<file path="src/rtl/scroll_ctrl.sv">
// Scroll chain sequencer: emits a latched message MSB-first, one bit per step, then flushes or loops.
// Optional build macro SCROLL_PAUSE_EN adds in_PAUSE, which freezes stepping in RUN and FLUSH.
module scroll_ctrl #(
   parameter int MSG_W     = 32,
   parameter int DIV       = 25000000,
   parameter int CHAIN_LEN = 16
) (
   input  logic                       in_CLK,
   input  logic                       in_RST,
   input  logic                       in_START,
   input  logic                       in_LOOP,
   input  logic [MSG_W-1:0]           in_MSG,
`ifdef SCROLL_PAUSE_EN
   input  logic                       in_PAUSE,
`endif
   output logic                       out_SER_D,
   output logic                       out_SHIFT,
   output logic [$clog2(MSG_W)-1:0]   out_POS,
   output logic                       out_BUSY,
   output logic                       out_DONE
);

   localparam int POS_W = $clog2(MSG_W);
   localparam int PW    = (DIV > 1) ? $clog2(DIV) : 1;
   localparam int FW    = (CHAIN_LEN > 0) ? $clog2(CHAIN_LEN + 1) : 1;

   localparam logic [PW-1:0]    PRESC_LAST = PW'(DIV - 1);
   localparam logic [POS_W-1:0] POS_LAST   = POS_W'(MSG_W - 1);
   localparam logic [FW-1:0]    FLUSH_LEN  = FW'(CHAIN_LEN);

   typedef enum logic [2:0] {
      S_IDLE,
      S_LOAD,
      S_RUN,
      S_FLUSH,
      S_DONE
   } state_e;

   state_e             state_q;
   logic [PW-1:0]      presc_q;
   logic [POS_W-1:0]   idx_q;
   logic [FW-1:0]      flush_q;
   logic [MSG_W-1:0]   shadow_q;
   logic               ser_d_q;
   logic               shift_q;
   logic [POS_W-1:0]   pos_q;
   logic               busy_q;
   logic               done_q;
   logic               stall;

`ifdef SCROLL_PAUSE_EN
   assign stall = in_PAUSE;
`else
   assign stall = 1'b0;
`endif

   always_ff @(posedge in_CLK) begin
      if (in_RST) begin
         state_q  <= S_IDLE;
         presc_q  <= '0;
         idx_q    <= '0;
         flush_q  <= '0;
         shadow_q <= '0;
         ser_d_q  <= 1'b0;
         shift_q  <= 1'b0;
         pos_q    <= '0;
         busy_q   <= 1'b0;
         done_q   <= 1'b0;
      end else begin
         // Strobe and done are single-cycle pulses; they only rise on the cycle a step completes.
         shift_q <= 1'b0;
         ser_d_q <= 1'b0;
         done_q  <= 1'b0;
         case (state_q)
            S_IDLE: begin
               pos_q <= '0;
               if (in_START) begin
                  shadow_q <= in_MSG;
                  busy_q   <= 1'b1;
                  state_q  <= S_LOAD;
               end
            end
            S_LOAD: begin
               presc_q <= '0;
               idx_q   <= '0;
               flush_q <= '0;
               pos_q   <= '0;
               state_q <= S_RUN;
            end
            S_RUN: begin
               if (!stall) begin
                  if (presc_q == PRESC_LAST) begin
                     presc_q  <= '0;
                     shift_q  <= 1'b1;
                     ser_d_q  <= shadow_q[MSG_W-1];
                     shadow_q <= {shadow_q[MSG_W-2:0], shadow_q[MSG_W-1]};
                     pos_q    <= idx_q;
                     if (idx_q == POS_LAST) begin
                        // A full rotation has restored the shadow, so looping needs no reload.
                        idx_q <= '0;
                        if (!in_LOOP) begin
                           flush_q <= '0;
                           state_q <= S_FLUSH;
                        end
                     end else begin
                        idx_q <= idx_q + 1'b1;
                     end
                  end else begin
                     presc_q <= presc_q + 1'b1;
                  end
               end
            end
            S_FLUSH: begin
               pos_q <= '0;
               if (!stall) begin
                  if (presc_q == PRESC_LAST) begin
                     presc_q <= '0;
                     if (flush_q == FLUSH_LEN) begin
                        done_q  <= 1'b1;
                        state_q <= S_DONE;
                     end else begin
                        shift_q <= 1'b1;
                        flush_q <= flush_q + 1'b1;
                     end
                  end else begin
                     presc_q <= presc_q + 1'b1;
                  end
               end
            end
            S_DONE: begin
               busy_q  <= 1'b0;
               state_q <= S_IDLE;
            end
            default: begin
               state_q <= S_IDLE;
            end
         endcase
      end
   end

   assign out_SER_D = ser_d_q;
   assign out_SHIFT = shift_q;
   assign out_POS   = pos_q;
   assign out_BUSY  = busy_q;
   assign out_DONE  = done_q;

endmodule

</file>
<file path="config.mk">
export PLATFORM = sky130hd
export DESIGN_NAME = scroll_ctrl
export DESIGN_NICKNAME = d
export VERILOG_FILES = /design/src/rtl/scroll_ctrl.sv
export SDC_FILE = /design/constraint.sdc
export NUM_CORES = 1
export LEC_CHECK = 0
export ABC_AREA = 1
export CELL_PAD_IN_SITES_DETAIL_PLACEMENT = 0
export CELL_PAD_IN_SITES_GLOBAL_PLACEMENT = 1
export CORE_ASPECT_RATIO = 1.5
export CORE_MARGIN = 3
export CORE_UTILIZATION = 43
export DETAILED_ROUTE_END_ITERATION = 10
export PLACE_DENSITY_LB_ADDON = 0.1
export SYNTH_ARGS = -nofsm -noshare
export SYNTH_HDL_FRONTEND = slang
export SYNTH_SLANG_ARGS = --single-unit
</file>
<file path="constraint.sdc">
create_clock -name in_CLK -period 2.8 [get_ports in_CLK]
set_input_delay 0.28 -clock in_CLK [delete_from_list [all_inputs] [get_ports in_CLK]]
set_output_delay 0.28 -clock in_CLK [all_outputs]
set_load 0.01 [all_outputs]
</file>
==> results of run 1 <==
-- worst max-delay path: stages (launching register included) --
cell and delay [ns]:
dfxtp_1 0.33, ha_1 0.23, nand3_1 0.13, nor2_1 0.06
nand2_1 0.08, nor2_2 0.05, nand2_2 0.05, buf_4 0.32
nand2_2 0.08, inv_2 0.45, nor2_1 0.08, nor2_1 0.11
-- report_power, final --
group          internal, mW  switching, mW
logic                 0.483          0.926
registers              1.33          0.110
clock network         0.892          0.472
total                  2.71           1.51
-- cell families after synthesis --
logic type / synth area share [%]
compound gates: 10.9
xor+xnor: 0.794
fa+ha+maj: 1.42
buf+inv: 10.4
flops: 35.8
simple gates: 40.6
-- layout by cell type, fill, tap and decap left out, types with 2 or more instances in the layout --
cell type	Yosys	final
bufinv_16	0	3
nand4_1	4	4
buf_4	2	5
nand3_1	82	82
inv_1	68	68
o21ai_0	46	46
nand2_2	5	5
nor2_2	7	7
clkdlybuf4s50_1	0	44
nor3_1	7	7
nand3_2	2	2
a22oi_1	2	2
nor4_1	2	2
a21oi_1	41	41
nand2_1	195	195
a31o_2	2	2
nor2_1	115	115
inv_2	3	3
clkbuf_16	0	9
or2_2	5	5
dfxtp_1	79	79
ha_1	5	5
clkinv_2	0	2
xor2_1	3	3
-- metal layers --
| layer | GRT usage (%) | up-vias | routed length (µm) |
|---|---|---|---|
| met5 | 0 | - | 0 |
| met4 | 7.74 | 0 | 234 |
| met3 | 3.98 | 17 | 344 |
| met2 | 37.1 | 80 | 5960 |
| met1 | 24.2 | 1993 | 4660 |
| li1 | - | 2311 | - |
-- per-stage QoR --
stage	total power, mW	hold WS, ns	cells	utilization (%)
floorplan	2.59	0.445	710	-
global placement	2.85	0.471	844	49.4
detailed placement	2.89	0.473	844	49.4
CTS	4.27	0.485	860	52.9
global route	4.56	0.511	860	52.9
finish	4.22	0.486	860	52.9
-- sequential cells by signal, indices dropped and copies added (netlist names) --
signal and cells:
out_DONE 1, out_SER_D 1, out_POS 5, idx_q 5
out_SHIFT 1, state_q 3, out_BUSY 1, shadow_q 32
flush_q 5, presc_q 25
-- worst min path at each step --
| stage | slack [ns] | startpoint | end | depth (start not counted) |
|---|---|---|---|---|
| 6_report | 0.49 | out_POS[3] | out_POS[3] | 2 |
| 5_1_grt | 0.51 | out_POS[1] | out_POS[1] | 2 |
| 4_1_cts | 0.49 | out_POS[1] | out_POS[1] | 2 |
| 3_5_place_dp | 0.47 | shadow_q[31] | out_SER_D | 2 |
| 3_3_place_gp | 0.47 | presc_q[1] | presc_q[1] | 2 |
| 2_1_floorplan | 0.45 | shadow_q[31] | out_SER_D | 2 |
-- final cells by class --
type / count / area (µm²)
inverter: 72 / 270
clock inverter: 6 / 108
sequential: 79 / 1580
multi-input combinational: 528 / 2370
clock buffer: 10 / 239
tap: 115 / 144
fill: 1045 / 4640
timing repair buffer: 50 / 498
==> impl_metrics.py, run 1 <==
metrics = {
    "status": {
        "status": "finished clean",
    },
    "place": {
        "placed_area_mm2": 0.00487,
        "globalplace.congestion": 0.870,
        "dp_hpwl_um": 7750,
        "place_worst_setup_slack_ns": 0.723,
        "portBuffers": 44,
    },
    "clock_tree": {
        "cts_tree": "yes",
        "h-tree-depth": 3,
        "cts_setup_buffers": 0,
        "cts_root_buffer": "clkbuf_16",
        "clkTransAtPathRegs_ns": 0.06,
        "cts_resized": 0,
        "numCtsBuffers": 9,
        "hold_buffers": 0,
        "clk_latency_ns": 0.34,
        "cts_sinks": 79,
        "cts_buffer_depth": 2,
    },
    "synth": {
        "syn-num-nets": 751,
        "synth_edf_count": 0,
        "synth_common_cells": "nand2_1 (195), nor2_1 (115), nand3_1 (82)",
        "synth-warning-count": 0,
        "avgSynthCellArea_um2": 6.22,
        "yosys.area.top_type": "dfxtp_1",
        "syn_inst": 710,
        "ys_ff_latch": 79,
        "ys_types": 30,
        "netlist_area_mm2": 0.00441,
        "yosysMostFrequentCell": "nand2_1",
        "synth_area_leaders": "dfxtp_1 (36%), nand2_1 (17%), nor2_1 (9.8%), nand3_1 (9.3%), inv_1 (5.8%)",
        "ys_dominant_reg_cell": "dfxtp_1",
        "async_reset_ff_share_pct": 0,
        "synth_top_area_share_pct": 35.8,
        "synth.yosys.seq_area_share_pct": 35.8,
    },
    "sta": {
        "min_period_ns": 2.05,
        "max_slew_margin_pct": 55.1,
        "tightest_slew_ns": 0.667,
        "fin_ws_ns": 0.751,
        "totalNegativeSetupSlack_ns": 0,
        "drv_slew": 0,
        "hold_viol_final": 0,
        "fin_crit_sh_pct": 73.2,
        "setup_viol": 0,
        "rsz0062_at_grt": "false",
        "finClkSkew_ns": 0.00534,
        "fmax_mhz": 488,
    },
    "drt": {
        "drt_first_iter_violations": 272,
        "drt-pass1-iter-count": 4,
        "drtAntennaViolNets": 0,
        "drc": 0,
        "vias": 4401,
        "wl_per_cell_um": 13.0,
        "wirelength_um": 11200,
        "via_per_inst": 5.12,
    },
    "setup_path": {
        "crit_fanout": 33,
        "critPathArrivalTime_ns": 2.33,
        "startpoint_type": "flop",
        "endpoint_kind": "flop",
        "crit_end": "shadow_q[2]",
        "crit_required_ns": 3.08,
        "regToRegStartpoint": "presc_q[0]",
        "crit_type": "reg -> reg",
        "r2r_setup_slack_ns": 0.75,
        "startpoint": "presc_q[0]",
        "r2r-end": "shadow_q[2]",
        "reg2reg_depth": 11,
    },
    "global_route": {
        "antenna_found_initial": 0,
        "grt_pass1_wl_um": 19200,
        "grt_use_total_pct": 20.8,
        "gr-total-overflow": 0,
        "grt_pass1_vias": 4163,
        "grt_start_max_net_pins": 69,
    },
    "layout": {
        "syn_to_final_growth_pct": 18.1,
        "stdcell_area_mm2": 0.00521,
        "fin_nets": 781,
        "drive_gt1_share_pct": 6.44,
        "n_antenna_cell": 0,
    },
    "floorplanning": {
        "die-area_mm2": 0.0115,
        "start_util_pct": 44.8,
        "pin_count": 45,
        "dieWidth_um": 88.7,
        "core-area_mm2": 0.00985,
        "die_h_um": 130,
        "rows": 44,
    },
    "power": {
        "p_leak_nw": 2.18,
        "ir_drop_mv": 0.389,
        "powerDensity_mw_per_mm2": 809,
    },
    "flow_run": {
        "drv_cap": 0,
    },
    "min_path": {
        "hold_class": "reg -> reg",
    },
}
No activity file was read; power rests on OpenSTA's default activity.
==> run 2: changes to the inputs <==
--- a/config.mk
+++ b/config.mk
@@ -10,7 +10,7 @@
 export CELL_PAD_IN_SITES_GLOBAL_PLACEMENT = 1
 export CORE_ASPECT_RATIO = 1.5
 export CORE_MARGIN = 3
-export CORE_UTILIZATION = 43
+export CORE_UTILIZATION = 36
 export DETAILED_ROUTE_END_ITERATION = 10
 export PLACE_DENSITY_LB_ADDON = 0.1
 export SYNTH_ARGS = -nofsm -noshare
==> constraint.sdc (replaced) <==
create_clock -name in_CLK -period 1.7 [get_ports in_CLK]
set_input_delay 0.17 -clock in_CLK [delete_from_list [all_inputs] [get_ports in_CLK]]
set_output_delay 0.17 -clock in_CLK [all_outputs]
set_load 0.01 [all_outputs]
==> run 2 against run 1 <==
Net effect:
- combinational power is 95% higher
- first-iteration DRC count is 43% lower
- critical path depth stayed put
- final cell count is 8.0% higher
- hold slack worse by 0.0063 ns
- count of clock-buffer cells in the layout is 2 higher
- worst setup slack worse by 0.69 ns
==> impl_metrics.py, run 2 (synthesis gave the netlist of run 1 again) <==
metrics = {
    "layout": {
        "syn_to_final_growth_pct": 28.4,
        "fill_cells": 1253,
        "layout_commonest_cell": "nand2_1",
        "reg_top3": "shadow_q: 32 flops, presc_q: 25 flops",
        "n_antenna_cell": 0,
        "fin_nets": 816,
        "stdcell_area_mm2": 0.00567,
        "layout.cells.non_filler": 929,
        "layout_common_cells": "nand2_1 (190), nor2_1 (109), nand3_1 (81), dfxtp_1 (73), inv_1 (66)",
        "largest_reg_flops": 32,
        "fin_util_pct": 48.1,
        "drive_gt1_share_pct": 13.5,
        "largest-register": "shadow_q",
    },
    "global_route": {
        "grt_start_max_net_pins": 66,
        "grt_pass1_vias": 4200,
        "antenna_found_initial": 0,
        "gr-total-overflow": 0,
        "grt_use_total_pct": 18.1,
        "grt_pass1_wl_um": 19700,
    },
    "status": {
        "status": "finished clean",
    },
    "sta": {
        "min_period_ns": 1.64,
        "tightest_slew_ns": 0.389,
        "setup_viol": 0,
        "rsz0062_at_grt": "true",
        "hold_viol_final": 0,
        "drv_slew": 0,
        "finClkSkew_ns": 0.00591,
        "max_slew_margin_pct": 74.0,
        "fin_crit_sh_pct": 96.3,
        "fmax_mhz": 611,
    },
    "setup_path": {
        "endpoint_kind": "flop",
        "cp_slowest_cell": "dfxtp_2",
        "r2r-end": "flush_q[1]",
        "regToRegStartpoint": "idx_q[1]",
        "worst_path_largest_cell_delay_ns": 0.35,
        "r2r_setup_slack_ns": 0.06,
        "crit_type": "reg -> reg",
        "startpoint_type": "flop",
        "crit_required_ns": 1.91,
        "crit_fanout": 5,
        "reg2reg_depth": 11,
        "cp_cell_sequence": "ha_4 > nand2_4 > nor2_2 > ha_2 > inv_2 > o21ai_2 > nand2_2 > nor2_4 > nand3_1 > nand2_1 > nor2_1",
        "critPathArrivalTime_ns": 1.85,
    },
    "drt": {
        "drtAntennaViolNets": 0,
        "drc": 0,
        "wl_per_cell_um": 13.1,
        "via_per_inst": 4.86,
        "drt-pass1-iter-count": 4,
        "drt_first_iter_violations": 154,
        "wirelength_um": 12200,
        "vias": 4518,
    },
    "clock_tree": {
        "clkTransAtPathRegs_ns": 0.06,
        "cts_buffer_depth": 2,
        "cts_tree": "yes",
        "numCtsBuffers": 9,
        "clk_latency_ns": 0.33,
        "cts_sinks": 79,
        "h-tree-depth": 3,
        "hold_buffers": 0,
        "cts_root_buffer": "clkbuf_16",
    },
    "min_path": {
        "hold_class": "reg -> reg",
        "holdPathStages": 2,
        "min-delay-start": "presc_q[1]",
        "min_delay_worst_endpoint": "presc_q[1]",
    },
    "power": {
        "powerDensity_mw_per_mm2": 1250,
        "power_mw": 7.09,
        "ir_drop_mv": 0.610,
        "p_leak_nw": 2.41,
    },
    "place": {
        "dp_hpwl_um": 8330,
        "dpl.cell_count": 908,
        "globalplace.congestion": 0.822,
        "placed_area_mm2": 0.00518,
        "portBuffers": 44,
    },
    "floorplanning": {
        "dieWidth_um": 96.4,
        "pin_count": 45,
        "rows": 48,
        "start_util_pct": 37.5,
        "die_h_um": 142,
        "die-area_mm2": 0.0137,
        "core-area_mm2": 0.0118,
    },
    "flow_run": {
        "drv_cap": 0,
    },
}
run 2: cell count changes in the layout (fill, tap and decap cells not counted), moves of 3 or more:
cell / previous run / this run
nor2_4: 1 / 5
buf_4: 5 / 33
nor2_1: 115 / 109
ha_1: 5 / 2
dfxtp_1: 79 / 73
nor2_2: 7 / 10
nand2_4: 0 / 4
buf_12: 1 / 6
nand2_1: 195 / 190
dfxtp_2: 0 / 6
run 2: critical path, delay by kind of cell, from the launching register on:
kind                     cells  cell delay, ns
AO/OA/AOI/OAI                1            0.15
adder cells (fa/ha/maj)      2            0.35
buffers and inverters        1            0.04
flip-flops                   1            0.35
AND/OR/NAND/NOR              7            0.62
run 2: stage by stage:
step	worst slack, ns	setup TNS, ns	hold WS, ns
final	0.0627	0	0.479
after global routing	-0.0694	-0.147	0.501
after CTS	0.00443	0	0.484
after detailed placement	-0.0817	-0.960	0.475
after global placement	-0.0827	-0.345	0.469
after floorplan	0.0625	0	0.386
run 2: how the worst max path moves through the flow:
stage / cells past startpoint / endpoint / startpoint / slack, ns
2_1_floorplan: 11 / flush_q[2] / idx_q[0] / 0.06
3_3_place_gp: 11 / flush_q[2] / idx_q[0] / -0.08
3_5_place_dp: 11 / flush_q[2] / idx_q[1] / -0.08
4_1_cts: 11 / flush_q[1] / idx_q[1] / 0.004
5_1_grt: 12 / flush_q[1] / idx_q[1] / -0.07
6_report: 11 / flush_q[1] / idx_q[1] / 0.06
run 2: final cells by class:
| class | instances | area (µm²) | share of cell area, % |
|---|---|---|---|
| Timing Repair Buffer | 84 | 833 | 14.7 |
| Sequential cell | 79 | 1590 | 28.0 |
| Multi-Input combinational cell | 529 | 2480 | 43.8 |
| Tap cell | 150 | 188 | 3.31 |
| Inverter | 72 | 278 | 4.90 |
| Clock inverter | 3 | 42.5 | 0.751 |
| Clock buffer | 12 | 256 | 4.53 |
run 2: timing repair:
action                     CTS  global route
setup buffers                0             4
resized for setup           12            28
setup endpoints to repair   40            64
pin swaps                    5            11
cloned                       1             1
run 2: per-layer routing:
metal | GRT usage (%) | up-vias | part of all wire (%)
met5 | 0 | - | 0
met4 | 8.06 | 0 | 2.3
met3 | 2.18 | 15 | 2.4
met2 | 32.2 | 59 | 52
met1 | 21.2 | 2057 | 44
li1 | - | 2387 | -
run 2: power by group:
group / switching [mW] / internal, mW / total [mW] / leakage (nW)
Combinational: 1.69 / 1.06 / 2.75 / 1.61
Clock: 0.758 / 1.21 / 1.97 / 0.145
Sequential: 0.178 / 2.20 / 2.38 / 0.648
Total: 2.63 / 4.46 / 7.09 / 2.41
